===== src/rtl/commit_fence_ctrl.sv =====
// rtl/commit_fence_ctrl.sv - fence-class commit sequencer (FENCE, FENCE.I, SFENCE.VMA)
//
// Sequences store-buffer drain, D$ flush, I$ flush and TLB flush for the
// fence instruction retiring on commit port 0, then pulses done_o as the
// commit acknowledge / pipeline flush trigger. A watchdog flags a drain or
// D$ flush that stalls for TIMEOUT_CYCLES.
//
// Optional feature: define FENCE_PERF_CNT_EN to build the 32-bit stall
// performance counter behind stall_cnt_o; otherwise stall_cnt_o is tied to 0.
//
// Ports:
//   clk_i, rst_ni          clock, asynchronous active-low reset
//   req_valid_i, req_op_i  fence request and op (0 FENCE, 1 FENCE_I, 2 SFENCE_VMA, 3 reserved)
//   halt_i                 blocks acceptance of new requests while idle
//   no_st_pending_i        store buffer empty
//   dcache_flush_o/_ack_i  D$ flush request (level) and completion
//   icache_flush_o         I$ flush pulse
//   tlb_flush_o            TLB flush pulse
//   done_o                 one-cycle completion pulse
//   busy_o                 sequence in progress
//   bad_op_o               completion of a reserved op (with done_o)
//   timeout_o              sticky watchdog flag
//   stall_cnt_o            cumulative drain/flush stall cycles
module commit_fence_ctrl #(
  parameter int TIMEOUT_CYCLES = 4096,
  parameter int CNT_W          = 13
) (
  input  logic        clk_i,
  input  logic        rst_ni,
  input  logic        req_valid_i,
  input  logic [1:0]  req_op_i,
  input  logic        halt_i,
  input  logic        no_st_pending_i,
  output logic        dcache_flush_o,
  input  logic        dcache_flush_ack_i,
  output logic        icache_flush_o,
  output logic        tlb_flush_o,
  output logic        done_o,
  output logic        busy_o,
  output logic        bad_op_o,
  output logic        timeout_o,
  output logic [31:0] stall_cnt_o
);

  typedef enum logic [2:0] {
    S_IDLE,
    S_DRAIN,
    S_DFLUSH,
    S_IFLUSH,
    S_TLB,
    S_DONE
  } state_t;

  localparam logic [1:0] OP_FENCE_I = 2'd1;
  localparam logic [1:0] OP_SFENCE  = 2'd2;
  localparam logic [1:0] OP_BAD     = 2'd3;

  localparam logic [CNT_W-1:0] TIMEOUT_VAL = CNT_W'(TIMEOUT_CYCLES);
  localparam logic [CNT_W-1:0] CNT_ONE     = CNT_W'(1);

  state_t           state_q, state_d;
  logic [1:0]       op_q;
  logic [CNT_W-1:0] wd_cnt_q;
  logic [CNT_W-1:0] wd_inc;
  logic             wd_enter;
  logic             wd_stall;
  logic             timeout_q;
  logic             accept;

  assign accept = (state_q == S_IDLE) && req_valid_i && !halt_i;

  always_comb begin
    state_d = state_q;
    case (state_q)
      S_IDLE: begin
        if (accept) begin
          state_d = (req_op_i == OP_BAD) ? S_DONE : S_DRAIN;
        end
      end
      S_DRAIN: begin
        if (no_st_pending_i) begin
          state_d = (op_q == OP_SFENCE) ? S_TLB : S_DFLUSH;
        end
      end
      S_DFLUSH: begin
        if (dcache_flush_ack_i) begin
          state_d = (op_q == OP_FENCE_I) ? S_IFLUSH : S_DONE;
        end
      end
      S_IFLUSH: state_d = S_DONE;
      S_TLB:    state_d = S_DONE;
      S_DONE:   state_d = S_IDLE;
      default:  state_d = S_IDLE;
    endcase
  end

  // The watchdog restarts whenever a new wait phase begins, so a long drain
  // does not eat into the budget of the following D$ flush.
  assign wd_enter = ((state_d == S_DRAIN)  && (state_q != S_DRAIN)) ||
                    ((state_d == S_DFLUSH) && (state_q != S_DFLUSH));
  assign wd_stall = (state_q == S_DRAIN) || (state_q == S_DFLUSH);
  assign wd_inc   = (wd_cnt_q == '1) ? wd_cnt_q : wd_cnt_q + CNT_ONE;

  always_ff @(posedge clk_i or negedge rst_ni) begin
    if (!rst_ni) begin
      state_q   <= S_IDLE;
      op_q      <= 2'd0;
      wd_cnt_q  <= '0;
      timeout_q <= 1'b0;
    end else begin
      state_q <= state_d;
      if (accept) begin
        op_q <= req_op_i;
      end
      if (wd_enter) begin
        wd_cnt_q <= '0;
      end else if (wd_stall) begin
        wd_cnt_q <= wd_inc;
        // Flag on the edge that stores the threshold value; no forced exit.
        if (wd_inc == TIMEOUT_VAL) begin
          timeout_q <= 1'b1;
        end
      end
    end
  end

  assign dcache_flush_o = (state_q == S_DFLUSH);
  assign icache_flush_o = (state_q == S_IFLUSH);
  assign tlb_flush_o    = (state_q == S_TLB);
  assign done_o         = (state_q == S_DONE);
  assign busy_o         = (state_q != S_IDLE);
  assign bad_op_o       = (state_q == S_DONE) && (op_q == OP_BAD);
  assign timeout_o      = timeout_q;

`ifdef FENCE_PERF_CNT_EN
  logic [31:0] stall_q;

  always_ff @(posedge clk_i or negedge rst_ni) begin
    if (!rst_ni) begin
      stall_q <= 32'd0;
    end else if (((state_q == S_DRAIN)  && !no_st_pending_i) ||
                 ((state_q == S_DFLUSH) && !dcache_flush_ack_i)) begin
      stall_q <= stall_q + 32'd1;
    end
  end

  assign stall_cnt_o = stall_q;
`else
  assign stall_cnt_o = 32'd0;
`endif

endmodule


===== config.mk =====
export PLATFORM = sky130hd
export DESIGN_NAME = commit_fence_ctrl
export DESIGN_NICKNAME = d
export VERILOG_FILES = /design/src/rtl/commit_fence_ctrl.sv
export SDC_FILE = /design/constraint.sdc
export NUM_CORES = 1
export LEC_CHECK = 0
export ABC_AREA = 0
export CAP_MARGIN = 20
export CORE_AREA = 4 4 64 66
export DETAILED_ROUTE_END_ITERATION = 8
export DIE_AREA = 0 0 68 70
export PLACE_DENSITY = 0.87
export SYNTH_ARGS = -nofsm -noshare
export SYNTH_HDL_FRONTEND = slang
export SYNTH_SLANG_ARGS = --single-unit
export TNS_END_PERCENT = 20

===== constraint.sdc =====
create_clock -name clk_i -period 2.2 [get_ports clk_i]
set_input_delay 0.44 -clock clk_i [delete_from_list [all_inputs] [get_ports clk_i]]
set_output_delay 0.44 -clock clk_i [all_outputs]
set_load 0.01 [all_outputs]

### Word-level counts from Yosys, hierarchy flattened

Index checks and enable logic that the tools add are counted.
Widths: inputs -> output; s select.

* output and inout bits: 39
* bits in registers: 19
* word-level logic and storage cells: 44
* bits of input ports: 8

* bitwise logic cells: 1
* reduce and logical (&&, ||, !) cells: 13
* add/sub/neg operators: 1
* mux-type cells: 10
* equal/unequal tests: 15

Operators by type and width (number)
* $mux 13: 3
* $eq 13x13->1 const B: 2
* $mux 3: 6
* $add 13x1->13 const B: 1
* $pmux 3 s4: 1
* $eq 3x2->1 const B: 3
* $eq 2x2->1 const B: 3
* $eq 3x1->1 const B: 2
* $eq 3x3->1 const B: 2
* $logic_and 1x1->1: 5
* $logic_not 3->1: 1
* $ne 3x1->1 const B: 1
* $ne 3x2->1 const B: 1
* $reduce_and 3->1: 1
* $reduce_bool 3->1: 1
* $eq 2x1->1 const B: 1
* $logic_or 1x1->1: 2
* $reduce_bool 2->1: 1
* $reduce_or 2->1: 1
* $logic_not 1->1: 1
* $not 1->1: 1

### Logic depth before layout (Yosys ltp)

* depth after elaboration: 10
* depth in mapped cells: 7
* mapped depth without buffers: 6

### Worst setup path after synthesis

No wires, ideal clock.

* path type: reg-to-reg
* start point: reg wd_cnt_q[0]
* end point: reg wd_cnt_q[5]
* setup time: 0.132 ns
* cell stages (with the launch flop): 8
* required time: 2.068 ns
* setup slack: 0.301 ns
* buffers on the path: 1
* data arrival time: 1.767 ns
* clock period less this slack: 1.899 ns
* path through: dfrtp_1 -> ha_1 -> nand2_1 -> nor2_1 -> clkbuf_1 -> a2111oi_0 -> xnor2_1 -> nor2_1

* longest elaborated chain between the ends: 4
* elaborated cells on any way between the ends: 5

Ends and longest elaborated chain
* start: declaration: line 63 `logic [CNT_W-1:0] wd_cnt_q;`
* start signal: assignment: line 118 `wd_cnt_q <= wd_inc;`
* $add 13x1->13 or $eq 13x13->1 (tied branches): line 102 `assign wd_inc = (wd_cnt_q == '1) ? wd_cnt_q : wd_cnt_q + CNT_ONE;`
* $mux 13 (*): line 102
* $mux 13 (*): line 117 `end else if (wd_stall) begin`
* $mux 13 (*): line 115 `if (wd_enter) begin`

Mark *: on every way between the ends. The rest lies on a longest branch, timed or not. The select of a mux whose other input is x is not followed.
A chain may end at the register's enable or synchronous reset.

### Worst setup path after layout

* start point: reg state_q[1]
* end point: out busy_o

* longest elaborated chain between the ends: 1

Ends and longest elaborated chain
* start: declaration: line 61 `state_t state_q, state_d;`
* start signal: assignment: line 111 `state_q <= state_d;`
* $reduce_bool 3->1: line 131 `assign busy_o = (state_q != S_IDLE);`
* end: declaration: line 39 `output logic busy_o,`

No other way between the ends.

==> results.toml <==
[run_status]
status = "finished clean"

[synthesis]
ys_ff_latch = 19
yosysTopAreaCell = "dfrtp_1"
syn-cell-area_um2 = 1582
avgSynthCellArea_um2 = 8.368
ys_seq_area_share_pct = 30.06
synthArstFlopShare_pct = 100.0
synthCells = 189
synth.top_cells.by_area = "dfrtp_1, buf_4, xnor2_1"
synthFlopType = "dfrtp_1"
synth_edf_count = 0
ys_warn_count = 0
netlist.area_leader.share_pct = 30.06
synth_cell_types = 48

[placed_design]
hpwl_um = 2438
place_congestion = 0.9333
io_buffers = 14
dp_cells = 250
pre_cts_slack_ps = 150.5

[timing]
setup_violations = 0
slew_viol_final = 0
min_period_over_period_pct = 97.53
grt_setup_unrepaired = "yes"
period_needed_ps = 2146
setup_ws_ps = 54.23
finClkSkew_ps = 2.418
maxClockFrequency_ghz = 0.4660
hold_violations = 0
whs_ps = 462.1
timing_worst_slew_pin_value_ps = 582.4
relSlewSlack_pct = 61.03

[detailed_routing]
wl_per_cell_um = 12.85
first_pass_iters = 4
route.met2.wl_um = 1604
top_layer = "met4"
wl_met1_um = 1384
drtIter0Drc = 108
wirelength_um = 3264
wl_met3_um = 230
drc = 0
postRouteAntennaNets = 0
via_per_inst = 5.236
dr_total_vias = 1330

[cts]
numCtsBuffers = 3
cts_tree = "built"
clock_tree.buffer_depth = 2
clk_latency_ps = 300
post_cts_buffers = 0
numClockSinks = 19
cts_hold_buf = 0
clkTransAtPathRegs_ps = 100
htreeDepth = 1
ctsRootBufferMaster = "clkbuf_4"

[setup_path]
critPathKind = "register to output port"
crit_path_top_delay_cell = "clkdlybuf4s50_1"
cpLargestDelayFamily = "buffers and inverters"
worstSetupEndpointType = "output port"
crit_chain = "buf_4 > nor3_2 > inv_1 > clkdlybuf4s50_1"
crit_fanout = 6
path_buf_inv = 3
cp_slowest_stage_delay_ps = 480
start_kind = "register"
critPathArrivalTime_ps = 1710
crit_required_ps = 1760

[finish]
register_area_um2 = 478.0
multi_input_area_um2 = 919.6
diodes = 0
nNetsFinal = 216
fin_cells = 254
fillers = 361
area.growth.synth_to_final_pct = 9.177
drive_above_1_share_pct = 11.17

[floorplan]
core_region_area_um2 = 3578
die_w_um = 68
die_y_um = 70
dieArea_um2 = 4760
initial_core_util_pct = 44.20
num_io_pins = 47
rows = 22

[global_routing]
grt_pass1_vias = 1239
grt_first_pass_wirelength_um = 5471
track_usage_pct = 14.57
grt_max_degree = 20
antenna_found_initial = 0
grt_overflow_total = 0

[power_and_ir_drop]
peakVddDrop_uv = 620.4
leakagePower_uw = 0.0007383
power_density_nw_per_um2 = 886.3

[min_path]
hold_path_class = "input pin to asynchronous set/reset pin"

[job]
drv_cap = 0
## repair_timing
action | in CTS | in global routing
endpoints found under the setup margin | 2 | 4
gates resized for setup | 2 | 8
pin swaps | 0 | 1
## layout make-up
class / instances / share of cell area (%)
multi-input cells: 152 / 53.26
repair buffers: 23 / 12.32
well taps: 48 / 3.478
flip-flops and latches: 19 / 27.68
clock buffers: 4 / 1.522
inverters: 8 / 1.739
## through the flow
stage | setup TNS [ps] | utilization, % | cell area [um^2] | total power [uW]
2_1_floorplan | 0 | - | 1698 | 1137
3_5_place_dp | 0 | 46.71 | 1672 | 1334
4_1_cts | -4.315 | 47.73 | 1708 | 1538
3_3_place_gp | 0 | 46.71 | 1672 | 1312
5_1_grt | -42.34 | 48.25 | 1727 | 1663
6_report | 0 | 48.25 | 1727 | 1530
## cells in the mapped netlist, drive strengths merged (2+ instances only)
| library cell | instances |
|---|---|
| nand2b | 3 |
| a31oi | 2 |
| nand2 | 10 |
| and2 | 2 |
| a211oi | 4 |
| mux2i | 3 |
| inv | 8 |
| mux2 | 2 |
| nand4 | 3 |
| and3 | 2 |
| o31ai | 3 |
| nand3 | 5 |
| xnor2 | 12 |
| nor2 | 22 |
| o21ai | 4 |
| a21oi | 4 |
| or4 | 2 |
| nor4 | 5 |
| nor3b | 2 |
| nor3 | 6 |
| clkbuf | 6 |
| buf | 35 |
| dfrtp | 19 |
| a2111oi | 5 |
## worst paths after layout
| path | depth (start not counted) | startpoint | endpoint | slack (ps) |
|---|---|---|---|---|
| max | 4 | state_q[1]$_DFF_PN0_ | busy_o | 50 |
| min | 2 | rst_ni | wd_cnt_q[10]$_DFFE_PN0P_ | 460 |
| max reg2reg | 5 | wd_cnt_q[5]$_DFFE_PN0P_ | timeout_o$_DFFE_PN0P_ | 190 |
| min reg2reg | 2 | timeout_o$_DFFE_PN0P_ | timeout_o$_DFFE_PN0P_ | 480 |
| max in group asynchronous | 2 | rst_ni | state_q[1]$_DFF_PN0_ | 1520 |
| min in group clk_i | 2 | timeout_o$_DFFE_PN0P_ | timeout_o$_DFFE_PN0P_ | 480 |
## registers in the layout, summed over array words and instances (netlist names)
signal,flops
wd_cnt_q,13
state_q,3
op_q,2
timeout_o,1
## kinds of logic (layout without fill, tap and decap cells)
logic type / Yosys count / in the layout / synth area share [%]
buffers and inverters: 49 / 35 / 20.49
AO/OA/AOI/OAI: 35 / 35 / 16.77
AND/OR/NAND/NOR: 67 / 67 / 21.68
adder cells (fa/ha/maj): 1 / 1 / 0.7910
XOR/XNOR: 12 / 12 / 6.646
other: 1 / 32 / 0.2371
flip-flops: 19 / 19 / 30.06
multiplexers: 5 / 5 / 3.323
## metal layers
metal,global-route usage (%),up-vias
li1,-,639
met1,19.20,625
met2,23.13,61
met3,2.733,5
met4,5.519,0
met5,0,-
## cell usage in the layout (no fill, tap or decap), drive strengths merged, types with 3 or more instances in the layout
cell type	n
nand4	3
nand2	10
clkdlybuf4s50	12
a211oi	4
nand2b	3
dfrtp	19
nor2	22
clkbuf	4
conb	32
xnor2	12
inv	8
nand3	5
a21oi	4
nor3	6
buf	9
o21ai	4
a2111oi	5
nor4	5
o31ai	3
mux2i	3
## report_power, final
part / switching, uW / total [uW] / leakage, uW / internal [uW]
logic: 454 / 820 / 0.000477 / 365
registers: 102 / 532 / 0.000246 / 430
clock network: 108 / 179 / 0.0000150 / 70.8
total: 665 / 1530 / 0.000738 / 866
(Power assumes the default switching activity.)
